==> config.mk <==
export PLATFORM = sky130hd
export DESIGN_NAME = counter_cmd_tx_flat
export DESIGN_NICKNAME = d
export VERILOG_FILES = /design/src/rtl/counter_cmd_tx_if.sv /design/src/rtl/counter_cmd_tx.sv /design/src/flat_wrapper.sv
export SDC_FILE = /design/constraint.sdc
export NUM_CORES = 1
export LEC_CHECK = 0
export ABC_CLOCK_PERIOD_IN_PS = 5400
export BUFFER_PORTS_ARGS = -buffer_cell sky130_fd_sc_hd__buf_2
export CORE_MARGIN = 3
export CORE_UTILIZATION = 46
export CTS_CLUSTER_SIZE = 14
export DETAILED_ROUTE_END_ITERATION = 8
export PLACE_DENSITY = 0.75
export SLEW_MARGIN = 15
export SYNTH_ARGS = -nofsm -noshare
export SYNTH_HDL_FRONTEND = slang
export SYNTH_SLANG_ARGS = --single-unit
==> constraint.sdc <==
create_clock -name clk -period 5.4 [get_ports clk]
set_clock_uncertainty 0.1 [all_clocks]
set_input_delay 1.08 -clock clk [delete_from_list [all_inputs] [get_ports clk]]
set_output_delay 1.08 -clock clk [all_outputs]
set_load 0.1 [all_outputs]
==> src/rtl/counter_cmd_tx_if.sv <==
// counter_cmd_tx_if: command handshake between a command source and counter_cmd_tx.
interface counter_cmd_tx_if;
    logic       cmd_valid;
    logic       cmd_ready;
    logic [1:0] cmd_op;
    logic [7:0] cmd_data;
    modport master (output cmd_valid, cmd_op, cmd_data, input cmd_ready);
    modport slave  (input cmd_valid, cmd_op, cmd_data, output cmd_ready);
endinterface

==> src/rtl/counter_cmd_tx.sv <==
// counter_cmd_tx: drives pin-level load/step sequences into an external up/down counter.
// Define COUNTER_CMD_TX_SHADOW_EN to track the expected receiver count on shadow_count.
module counter_cmd_tx #(
    parameter int HALF_PERIOD = 4,
    parameter int SETUP_CYC   = 4,
    parameter int HOLD_CYC    = 4
) (
    input  logic                   clk,
    input  logic                   rst_n,
    counter_cmd_tx_if.slave        cmd,
    output logic                   enable_o,
    output logic                   load_o,
    output logic                   clk_in_o,
    output logic                   up_down_o,
    output logic [7:0]             data_o,
    output logic                   busy,
    output logic                   done,
    output logic [7:0]             shadow_count
);
    typedef enum logic [2:0] {IDLE, SETUP, LOAD_HI, LOAD_LO, PULSE_HI, PULSE_LO, HOLD} state_t;

    localparam logic [7:0] HALF_M1  = 8'(HALF_PERIOD - 1);
    localparam logic [7:0] SETUP_M1 = 8'(SETUP_CYC - 1);
    localparam logic [7:0] HOLD_M1  = 8'(HOLD_CYC - 1);

    state_t     state_q, state_d;
    logic [7:0] cnt_q, cnt_d, n_q, n_d, data_q, data_d;
    logic [1:0] op_q, op_d;
    logic       ud_q, ud_d, done_d;
    logic       ready_q, en_q, ld_q, ck_q, busy_q, done_q;

    always_comb begin
        state_d = state_q;
        op_d    = op_q;
        n_d     = n_q;
        data_d  = data_q;
        ud_d    = ud_q;
        unique case (state_q)
            IDLE: if (cmd.cmd_valid) begin
                state_d = SETUP;
                op_d    = cmd.cmd_op;
                n_d     = cmd.cmd_data;
                data_d  = cmd.cmd_op == 2'b00 ? cmd.cmd_data : data_q;
                ud_d    = cmd.cmd_op == 2'b01 ? 1'b1 : cmd.cmd_op == 2'b10 ? 1'b0 : ud_q;
            end
            SETUP: if (cnt_q == SETUP_M1)
                state_d = op_q == 2'b00 ? LOAD_HI :
                          (op_q != 2'b11 && n_q != 8'd0) ? PULSE_HI : HOLD;
            LOAD_HI:  if (cnt_q == HALF_M1) state_d = LOAD_LO;
            LOAD_LO:  if (cnt_q == HALF_M1) state_d = HOLD;
            PULSE_HI: if (cnt_q == HALF_M1) state_d = PULSE_LO;
            // the remaining count only moves at the end of a full pulse, so N=255 never wraps
            PULSE_LO: if (cnt_q == HALF_M1) begin
                n_d     = n_q - 8'd1;
                state_d = n_q == 8'd1 ? HOLD : PULSE_HI;
            end
            HOLD:     if (cnt_q == HOLD_M1) state_d = IDLE;
            default:  state_d = IDLE;
        endcase
        cnt_d  = (state_d != state_q || state_q == IDLE) ? 8'd0 : cnt_q + 8'd1;
        done_d = state_d == HOLD && cnt_d == HOLD_M1;
    end

    always_ff @(posedge clk or negedge rst_n) begin
        if (!rst_n) begin
            state_q <= IDLE;
            cnt_q   <= 8'd0;
            n_q     <= 8'd0;
            data_q  <= 8'd0;
            op_q    <= 2'b00;
            ud_q    <= 1'b0;
            ready_q <= 1'b1;
            en_q    <= 1'b0;
            ld_q    <= 1'b0;
            ck_q    <= 1'b0;
            busy_q  <= 1'b0;
            done_q  <= 1'b0;
        end else begin
            state_q <= state_d;
            cnt_q   <= cnt_d;
            n_q     <= n_d;
            data_q  <= data_d;
            op_q    <= op_d;
            ud_q    <= ud_d;
            ready_q <= state_d == IDLE;
            en_q    <= state_d != IDLE;
            ld_q    <= state_d == LOAD_HI;
            ck_q    <= state_d == PULSE_HI;
            busy_q  <= state_d != IDLE;
            done_q  <= done_d;
        end
    end

`ifdef COUNTER_CMD_TX_SHADOW_EN
    logic [7:0] shadow_q, shadow_d;

    always_comb begin
        shadow_d = shadow_q;
        if (state_d == LOAD_HI && state_q != LOAD_HI)
            shadow_d = data_q;
        else if (state_d == PULSE_HI && state_q != PULSE_HI)
            shadow_d = op_q == 2'b01 ? shadow_q + 8'd1 : shadow_q - 8'd1;
    end

    always_ff @(posedge clk or negedge rst_n) begin
        if (!rst_n) shadow_q <= 8'd0;
        else        shadow_q <= shadow_d;
    end

    assign shadow_count = shadow_q;
`else
    assign shadow_count = 8'h00;
`endif

    assign cmd.cmd_ready = ready_q;
    assign enable_o      = en_q;
    assign load_o        = ld_q;
    assign clk_in_o      = ck_q;
    assign up_down_o     = ud_q;
    assign data_o        = data_q;
    assign busy          = busy_q;
    assign done          = done_q;
endmodule

==> src/flat_wrapper.sv <==
// flat-port wrapper written by rule: the top's interface ports become plain ports
module counter_cmd_tx_flat 
#(
    parameter int HALF_PERIOD = 4,
    parameter int SETUP_CYC   = 4,
    parameter int HOLD_CYC    = 4
)
  (clk, rst_n, enable_o, load_o, clk_in_o, up_down_o, data_o, busy, done, shadow_count, cmd_cmd_valid, cmd_cmd_op, cmd_cmd_data, cmd_cmd_ready);
  counter_cmd_tx_if cmd_i ();
  input  logic clk;
  input  logic rst_n;
  output logic enable_o;
  output logic load_o;
  output logic clk_in_o;
  output logic up_down_o;
  output logic [7:0] data_o;
  output logic busy;
  output logic done;
  output logic [7:0] shadow_count;
  input wire logic [$bits(cmd_i.cmd_valid)-1:0] cmd_cmd_valid;
  input wire logic [$bits(cmd_i.cmd_op)-1:0] cmd_cmd_op;
  input wire logic [$bits(cmd_i.cmd_data)-1:0] cmd_cmd_data;
  output wire logic [$bits(cmd_i.cmd_ready)-1:0] cmd_cmd_ready;
  assign cmd_i.cmd_valid = cmd_cmd_valid;
  assign cmd_i.cmd_op = cmd_cmd_op;
  assign cmd_i.cmd_data = cmd_cmd_data;
  assign cmd_cmd_ready = cmd_i.cmd_ready;
  counter_cmd_tx #(.HALF_PERIOD(HALF_PERIOD), .SETUP_CYC(SETUP_CYC), .HOLD_CYC(HOLD_CYC)) u_core (.clk(clk), .rst_n(rst_n), .cmd(cmd_i), .enable_o(enable_o), .load_o(load_o), .clk_in_o(clk_in_o), .up_down_o(up_down_o), .data_o(data_o), .busy(busy), .done(done), .shadow_count(shadow_count));
endmodule
==> results of run 1 <==
[cells by family (layout without fill, tap and decap cells)]
group,after synthesis,in the layout,synth area share [%]
mux,11,11,6.698
simple gates,72,72,20.50
compound gates,35,35,11.16
other cells,1,8,0.2028
flops,35,35,47.43
buf+inv,21,40,6.156
fa+ha+maj,6,6,4.059
xor+xnor,8,8,3.789
[worst register-to-register path, stage by stage (launching register included)]
cell and delay (ps):
dfrtp_1 420, ha_1 260, nor4b_4 350, a21oi_1 230
nand2b_1 210, a211oi_2 400, nor3_1 120
[cell type report]
| cell class | instances | area share (%) |
|---|---|---|
| multi-input combinational | 140 | 43.20 |
| sequential | 35 | 42.54 |
| timing repair buffer | 27 | 6.553 |
| clock buffer | 6 | 3.519 |
| tap | 48 | 2.913 |
| inverter | 7 | 1.274 |
[synth_stat cells, drive strengths merged]
| library cell | instances | area (µm²) |
|---|---|---|
| xor2 | 5 | 43.79 |
| a21oi | 10 | 50.05 |
| o22ai | 2 | 12.51 |
| nand4 | 2 | 12.51 |
| nor2b | 1 | 6.260 |
| or4 | 2 | 18.77 |
| o21ai | 14 | 70.07 |
| nand3 | 10 | 50.05 |
| dfstp | 1 | 26.28 |
| nor3b | 1 | 7.510 |
| inv | 7 | 26.27 |
| dfrtp | 34 | 850.8 |
| buf | 10 | 72.56 |
| a22oi | 1 | 7.510 |
| a31oi | 2 | 12.51 |
| or3 | 2 | 12.51 |
| a21o | 1 | 7.510 |
| and3b | 1 | 8.760 |
| a32oi | 2 | 17.52 |
| mux2 | 11 | 123.9 |
| nand2 | 9 | 33.78 |
| conb | 1 | 3.750 |
| nor3 | 8 | 45.04 |
| nor4 | 3 | 18.77 |
| ha | 6 | 75.07 |
| nand2b | 2 | 12.51 |
| o31a | 1 | 8.760 |
| nor2 | 27 | 101.4 |
| a211oi | 2 | 20.02 |
| and3 | 2 | 12.51 |
| nor4b | 2 | 38.78 |
| xnor2 | 3 | 26.28 |
| clkbuf | 4 | 15.01 |
[cell usage in the layout (no fill, tap or decap), types with 2 or more instances in the layout]
master    netlist  final
a21oi_1        10     10
nor4_1          3      3
o22ai_1         2      2
nand2b_1        2      2
inv_1           6      6
ha_1            6      6
or3_1           2      2
and3_1          2      2
nand4_1         2      2
nand2_1         9      9
mux2_2         11     11
clkbuf_8        0      5
xor2_1          5      5
nand3_1        10     10
conb_1          1      8
a32oi_1         2      2
nor2_1         27     27
nor3_1          7      7
o21ai_0        14     14
buf_2           1     27
dfrtp_1        34     34
xnor2_1         3      3
[flip-flops by register name (all words and copies together) (netlist names), 2 cells and up]
| name | flops |
|---|---|
| u_core.cnt_q | 8 |
| u_core.data_o | 8 |
| u_core.op_q | 2 |
| u_core.n_q | 8 |
| u_core.state_q | 3 |
[through the flow]
stage / instance area, µm² / cells / setup WS [ps]
after global placement: 1983 / 257 / 2678
final: 2062 / 263 / 2949
after global routing: 2062 / 263 / 2845
after floorplan: 1876 / 196 / 2896
after detailed placement: 1983 / 257 / 2611
after CTS: 2056 / 263 / 2916
[metal layers]
metal / wire length [µm] / vias up / track usage (%)
li1: - / 698 / -
met1: 1619 / 632 / 20.24
met2: 1402 / 35 / 21.19
met3: 192 / 6 / 5.362
met4: 59 / 0 / 5.857
met5: 0 / - / 0
[worst paths after layout]
kind	to	cells after the start	slack, ps	startpoint
max	u_core.data_o[6]	4	2950	cmd_cmd_valid
min	u_core.data_o[4]	1	400	u_core.data_o[4]
max reg2reg	u_core.done	6	3180	u_core.cnt_q[0]
min reg2reg	u_core.data_o[4]	1	400	u_core.data_o[4]
max in group asynchronous	u_core.cnt_q[2]	1	3950	rst_n
min in group asynchronous	u_core.data_o[3]	1	770	rst_n
==> impl_metrics.csv, run 1 <==
group,metric,value,unit
critical_path,critical_path.top_delay_family,"simple AND/OR/NAND/NOR gates",
yosys,synth_cell_types,39,
global_routing,grt_max_degree,36,
critical_path,arrival,2520,ps
placement,io_buffers,27,
critical_path,critPathSlowestCell,"nor4b_2",
clocking,post_cts_buffers,0,
clocking,cts_hold_buf,0,
detailed_routing,wire_per_inst,12.44,µm
final_layout,drive_gt1_share,23.72,%
critical_path,path_cells,"buf_2 > nor4b_2 > nand2_1 > mux2_2",
job,max_cap_viol_count,0,
detailed_routing,vias_per_cell,5.213,
final_layout,area_growth_syn_to_layout,11.50,%
clocking,cts_tree,"done",
detailed_routing,drtAntennaViolNets,0,
clocking,clock_sinks,35,
detailed_routing,drt_wl_total,3273,µm
clocking,cts_buffer_depth,2,
critical_path,cp.required,5470,ps
worst_hold_path,hold_path_class,"reg -> reg",
critical_path,crit_path_max_fanout,8,
clocking,htree_levels,2,
floorplanning,initial_core_util,49.04,%
final_layout,multi_input_area,890.9,µm²
clocking,cts_resized,0,
global_routing,grt_pass1_wl,5761,µm
sta,rsz0062_at_grt,"no",
yosys,ys_seq_area_share,47.43,%
final_layout,ff_latch_area,877.1,µm²
floorplanning,io_pins,36,
global_routing,grt_pass1_vias,1279,
clocking,cts_made_buffers,5,
clocking,path_clk_slew,60,ps
critical_path,start_kind,"input pin",
detailed_routing,first_iter_violations,113,
yosys,synthesis.area,1849,µm²
global_routing,grt_overflow,0,
critical_path,cp_num_buf_inv,1,
placement,hpwl,2297,µm
yosys,synth_area_per_cell,9.785,µm²
critical_path,cpPeakStageDelay,550,ps
sta,fin_setup_tns,0,ps
floorplanning,die_y,69.41,µm
floorplanning,die_area,4817,µm²
sta,fin_crit_sh,45.39,%
outcome,outcome,"finished clean",
floorplanning,core_area,3771,µm²
critical_path,worstSetupPathType,"in -> reg",
sta,maxSlewViolCount,0,
yosys,ys_ff_latch,35,
detailed_routing,dr.pass1.iters,4,
clocking,clockRootBuffer,"clkbuf_8",
sta,setup_violations,0,
sta,period_needed,2451,ps
final_layout,nFillCells,343,
floorplanning,die_x,69.41,µm
critical_path,crit_path_end_kind,"register",
global_routing,grt_usage,14.79,%
final_layout,utilization,54.68,%
detailed_routing,route.vias.total,1371,
final_layout,antenna_cells,0,
yosys,yosysWarnings,0,
yosys,synthCells,189,
sta,maxSlewHeadroom,49.29,%
final_layout,nNetsFinal,235,
sta,max_freq,408.0,MHz
detailed_routing,drcViolationCount,0,
sta,worst_pin_slew,760.7,ps
sta,fin_worst_hold_slack,398.1,ps
sta,hold_violations,0,
placement,place_congestion,0.8783,
clocking,clock_latency,280,ps
global_routing,antenna_found_initial,0,
floorplanning,rows,22,
Power of run 1 is not shown: default switching activity piles up to over one toggle a cycle in this logic, so the estimate is an artifact.
==> run 2, diff against run 1 <==
Settings changed: ABC_CLOCK_PERIOD_IN_PS 5400 to 2000, PLACE_DENSITY 0.75 to 0.78.
Clock period 5.4 ns to 2 ns, I/O delays scaled along.
==> run 2 against run 1 <==
Compared with the run above:
- hold slack got worse by 360 ps
- flip-flop and latch count did not move
- critical path type is now reg -> reg
- setup slack got worse by 2800 ps
- register-to-register slack got worse by 3100 ps
- final cell count rose by 6.8%
- sequential share of layout area fell by 3.0 points
- global-route usage rose by 0.84 points
- via count rose by 8.0%
- count of clock-buffer cells in the layout rose by 1
==> impl_metrics.csv, run 2 (synthesis results as in run 1) <==
group,metric,value,unit
outcome,outcome,"finished clean",
clocking,htree_levels,2,
floorplanning,core_area,3771,µm²
final_layout,final_cell_mix,"dfrtp_1 (34), nor2_1 (27), buf_2 (27)",
detailed_routing,drcViolationCount,0,
critical_path,path_common_cell,"or4_4",
detailed_routing,drt_wl_total,3549,µm
final_layout,ff_latch_area,877.1,µm²
pwr,leakagePower,1.048,nW
global_routing,grt_max_degree,36,
sta,fin_setup_tns,0,ps
sta,period_needed,1893,ps
critical_path,critical_path.top_delay_family,"simple AND/OR/NAND/NOR gates",
clocking,clockRootBuffer,"clkbuf_8",
global_routing,grt_overflow,0,
placement,hpwl,2528,µm
critical_path,critPathSlowestCell,"or4_4",
critical_path,cpPeakStageDelay,580,ps
global_routing,antenna_found_initial,0,
final_layout,layout_commonest_cell,"dfrtp_1",
critical_path,path_cells,"or4_4 > or4_4 > nor3_1 > a21oi_1 > o22ai_1",
critical_path,cp_num_buf_inv,0,
sta,maxSlewViolCount,0,
worst_hold_path,hold_path_class,"in -> async",
floorplanning,io_pins,36,
clocking,cts_tree,"done",
clocking,clock_sinks,35,
detailed_routing,drtAntennaViolNets,0,
final_layout,final_cells,281,
clocking,cts_made_buffers,5,
final_layout,multi_input_area,919.6,µm²
sta,hold_violations,0,
floorplanning,die_x,69.41,µm
critical_path,cp.required,2110,ps
pwr,max-vdd-ir-drop,1036,µV
placement,io_buffers,27,
placement,placedCellCount,269,
clocking,cts_hold_buf,0,
global_routing,grt_usage,15.63,%
detailed_routing,vias_per_cell,5.267,
final_layout,antenna_cells,0,
clocking,clock_latency,280,ps
critical_path,start_kind,"register",
floorplanning,rows,22,
critical_path,crit_path_max_fanout,4,
detailed_routing,route.vias.total,1480,
clocking,path_clk_slew,60,ps
floorplanning,die_area,4817,µm²
critical_path,crit_path_end_kind,"register",
placement,place_congestion,0.9258,
sta,rsz0062_at_grt,"yes",
final_layout,nNetsFinal,251,
floorplanning,initial_core_util,49.04,%
detailed_routing,dr.pass1.iters,4,
detailed_routing,wire_per_inst,12.63,µm
sta,setup_violations,0,
clocking,cts_buffer_depth,2,
critical_path,arrival,2000,ps
global_routing,grt_pass1_wl,6085,µm
job,max_cap_viol_count,0,
global_routing,grt_pass1_vias,1387,
sta,max_freq,528.4,MHz
final_layout,area_growth_syn_to_layout,20.03,%
pwr,power_density,1753,nW/µm²
critical_path,worstSetupPathType,"reg -> reg",
sta,fin_crit_sh,94.63,%
final_layout,nFillCells,325,
detailed_routing,first_iter_violations,103,
final_layout,drive_gt1_share,31.76,%
floorplanning,die_y,69.41,µm
final_layout,utilization,58.86,%
## run 2: cell count changes in the layout (fill, tap and decap cells not counted), sizes merged
cell    previous run  this run
clkbuf             6         7
clkinv             0         1
buf               27        43
## run 2: final timing paths
path                                         to              from  slack (ps)  cells after the start
setup / recovery                  u_core.n_q[7]     u_core.n_q[1]         110                      5
hold / removal                 u_core.data_o[5]             rst_n          30                      2
setup reg to reg                  u_core.n_q[7]     u_core.n_q[1]         110                      5
hold reg to reg                u_core.data_o[6]  u_core.data_o[6]         400                      1
max in group asynchronous  u_core.cmd.cmd_ready             rst_n        1430                      2
min in group clk                  u_core.n_q[0]   cmd_cmd_data[0]         250                      3
## run 2: per-stage QoR
stage	setup WS, ps	power (mW)	cell area (µm²)	hold WS [ps]
3_5_place_dp	30.77	3.318	2073	361.2
2_1_floorplan	104.1	2.880	1876	4.409
5_1_grt	-73.11	4.167	2220	75.91
4_1_cts	21.78	3.802	2155	47.14
6_report	107.4	3.891	2220	34.67
3_3_place_gp	114.7	3.280	2073	354.7
## run 2: where the power goes
group          internal [mW]  switching (mW)
clock                  0.244           0.229
sequential             0.976           0.234
combinational          0.644            1.56
## run 2: metal layers
metal	vias up	global-route usage, %	wire length [µm]	part of all wire (%)
met5	-	0	0	0
met4	0	6.508	92	2.6
met3	10	5.072	198	5.6
met2	39	23.83	1623	46
met1	699	20.41	1634	46
li1	732	-	-	-
## run 2: layout make-up
cell class | instances | area share, %
inverters | 7 | 1.184
repair buffers | 43 | 11.50
clock buffers | 7 | 3.439
well taps | 48 | 2.706
clock inverters | 1 | 0.2255
multi-input cells | 140 | 41.43
flip-flops and latches | 35 | 39.52
## run 2: repair_timing
action,4_1_cts,5_1_grt
buffers inserted,0,4
setup endpoints to repair,0,8
gates resized for setup,0,8
Note: power is estimated with default switching activity, not from simulation.
==> run 3, diff against run 2 <==
Settings changed: ABC_CLOCK_PERIOD_IN_PS 2000 to 1800, PLACE_DENSITY 0.78 to 0.75.
Clock period 2 ns to 1.8 ns, I/O delays scaled along.
==> run 3 against run 2 <==
Compared with the run above:
- critical endpoint unchanged
- die area unchanged
- hold slack better by 170 ps
- register-to-register slack worse by 150 ps
- the flow now finishes with violations (setup timing)
- combinational power up 29%
- critical path type unchanged
==> impl_metrics.csv, run 3 (synthesis results as in run 1) <==
group,metric,value,unit
placement,pre_cts_ws,-184.9,ps
floorplanning,core_area,3771,µm²
final_layout,antenna_cells,0,
detailed_routing,drcViolationCount,0,
sta,fin_worst_hold_slack,203.8,ps
detailed_routing,wire_per_inst,13.42,µm
outcome,outcome,"complete, but fails checks",
critical_path,crit_path_max_fanout,2,
global_routing,grt_overflow,0,
pwr,comb_power_share,59.7,%
placement,dpl-instance-area,2250,µm²
sta,hold_violations,0,
detailed_routing,dr.pass1.iters,4,
pwr,swShare,50.58,%
final_layout,nFillCells,301,
sta,fin_setup_tns,-37.75,ps
final_layout,drive_gt1_share,40.94,%
critical_path,crit_path_end_kind,"register",
global_routing,grt_pass1_vias,1499,
detailed_routing,vias_per_cell,5.298,
pwr,p_clk_share,13.0,%
worst_hold_path,hold_path_class,"in -> reg",
final_layout,fin_area,2486,µm²
clocking,cts_buffer_depth,2,
global_routing,grt_max_degree,21,
global_routing,grt_pass1_wl,6679,µm
placement,place_congestion,0.8463,
sta,setup_ws,-37.75,ps
floorplanning,die_y,69.41,µm
pwr,p_sw,2.415,mW
worst_hold_path,worstHoldStart,"cmd_cmd_data[0]",
pwr,finalPower,4.774,mW
detailed_routing,drt_wl_total,4054,µm
detailed_routing,first_iter_violations,58,
pwr,power_density,1920,nW/µm²
sta,period_needed,1838,ps
job,max_cap_viol_count,0,
final_layout,layout_commonest_cell,"buf_4",
pwr,power_frac_seq,27.3,%
pwr,p_int,2.359,mW
clocking,cts_tree,"done",
sta,rsz0062_at_grt,"yes",
clocking,clock_sinks,35,
critical_path,r2r-start,"u_core.n_q[1]",
critical_path,worstSetupPathType,"reg -> reg",
detailed_routing,route.vias.total,1600,
worst_hold_path,min_path_cells,3,
worst_hold_path,min_to,"u_core.n_q[0]",
outcome,violations,"setup timing",
floorplanning,die_x,69.41,µm
placement,hpwl,2898,µm
critical_path,arrival,1950,ps
critical_path,start_kind,"register",
pwr,max-vdd-ir-drop,1113,µV
floorplanning,initial_core_util,49.04,%
final_layout,nNetsFinal,272,
critical_path,reg2reg_depth,5,
final_layout,final_cell_mix,"buf_4 (34), dfrtp_1 (33), buf_2 (27)",
clocking,cts_made_buffers,5,
floorplanning,io_pins,36,
sta,maxSlewViolCount,0,
global_routing,grt_usage,17.47,%
sta,max_freq,544.1,MHz
clocking,clockRootBuffer,"clkbuf_8",
clocking,path_clk_slew,70,ps
clocking,clock_latency,290,ps
sta,setup_violations,1,
clocking,htree_levels,2,
global_routing,antenna_found_initial,0,
critical_path,cp.required,1910,ps
pwr,leakagePower,1.188,nW
final_layout,area_growth_syn_to_layout,34.44,%
sta,fin_crit_sh,102.1,%
critical_path,r2r_slack,-40,ps
floorplanning,die_area,4817,µm²
detailed_routing,drtAntennaViolNets,0,
placement,io_buffers,27,
critical_path,r2r_end,"u_core.n_q[7]",
floorplanning,rows,22,
==> run 3: cell types whose count changed in the layout (fill, tap and decap cells not counted), moves of 2 or more <==
cell	previous run	this run
clkbuf_8	5	7
o21ai_0	14	12
o21ai_1	0	2
buf_4	16	34
==> run 3: power groups by stage <==
stage	Clock (mW)	Combinational (mW)	Sequential [mW]
4_1_cts	0.633	2.77	1.29
6_report	0.621	2.85	1.30
3_5_place_dp	0	2.66	1.30
3_3_place_gp	0	2.61	1.27
2_1_floorplan	0	1.01	2.20
5_1_grt	0.671	3.04	1.34
==> run 3: critical path, cell delays in order, from the launching register on <==
cell and delay (ps):
dfrtp_1 390, or4_4 540, or4_4 450, nor3_2 130
a21oi_1 60, o22ai_1 100
==> run 3: what timing repair did <==
item,4_1_cts,5_1_grt
pin swaps,6,3
gates resized for setup,9,13
endpoints found under the hold margin,14,0
hold buffers,1,0
setup endpoints to repair,22,23
buffers inserted,2,2
==> run 3: layer usage <==
| metal | vias up | part of all wire, % | track usage [%] |
|---|---|---|---|
| li1 | 775 | - | - |
| met5 | - | 0 | 0 |
| met1 | 768 | 44 | 22.10 |
| met2 | 48 | 48 | 28.39 |
| met3 | 9 | 5.8 | 5.362 |
| met4 | 0 | 1.6 | 5.857 |
==> run 3: area by class of cell <==
type | instances | area [µm²] | share of cell area, %
Tap cell | 48 | 60.06 | 2.416
Timing Repair Buffer | 64 | 431.7 | 17.36
Inverter | 7 | 26.28 | 1.057
Multi-Input combinational cell | 140 | 989.7 | 39.81
Clock buffer | 8 | 100.1 | 4.026
Sequential cell | 35 | 878.3 | 35.33
==> run 3: stage by stage <==
stage	util, %	std cells
after floorplan	-	196
after detailed placement	59.65	290
after CTS	64.30	301
after global routing	65.93	302
final	65.93	302
after global placement	59.65	290
==> run 3: how the worst max path moves through the flow <==
stage                                to  cells past startpoint       startpoint
after floorplan             u_core.done                      6  u_core.cnt_q[0]
after global placement    u_core.n_q[0]                      6  u_core.cnt_q[1]
after detailed placement  u_core.n_q[0]                      6  u_core.cnt_q[1]
after CTS                 u_core.n_q[5]                      4  u_core.cnt_q[5]
after global routing        u_core.done                      7  u_core.cnt_q[1]
final                     u_core.n_q[7]                      5    u_core.n_q[1]
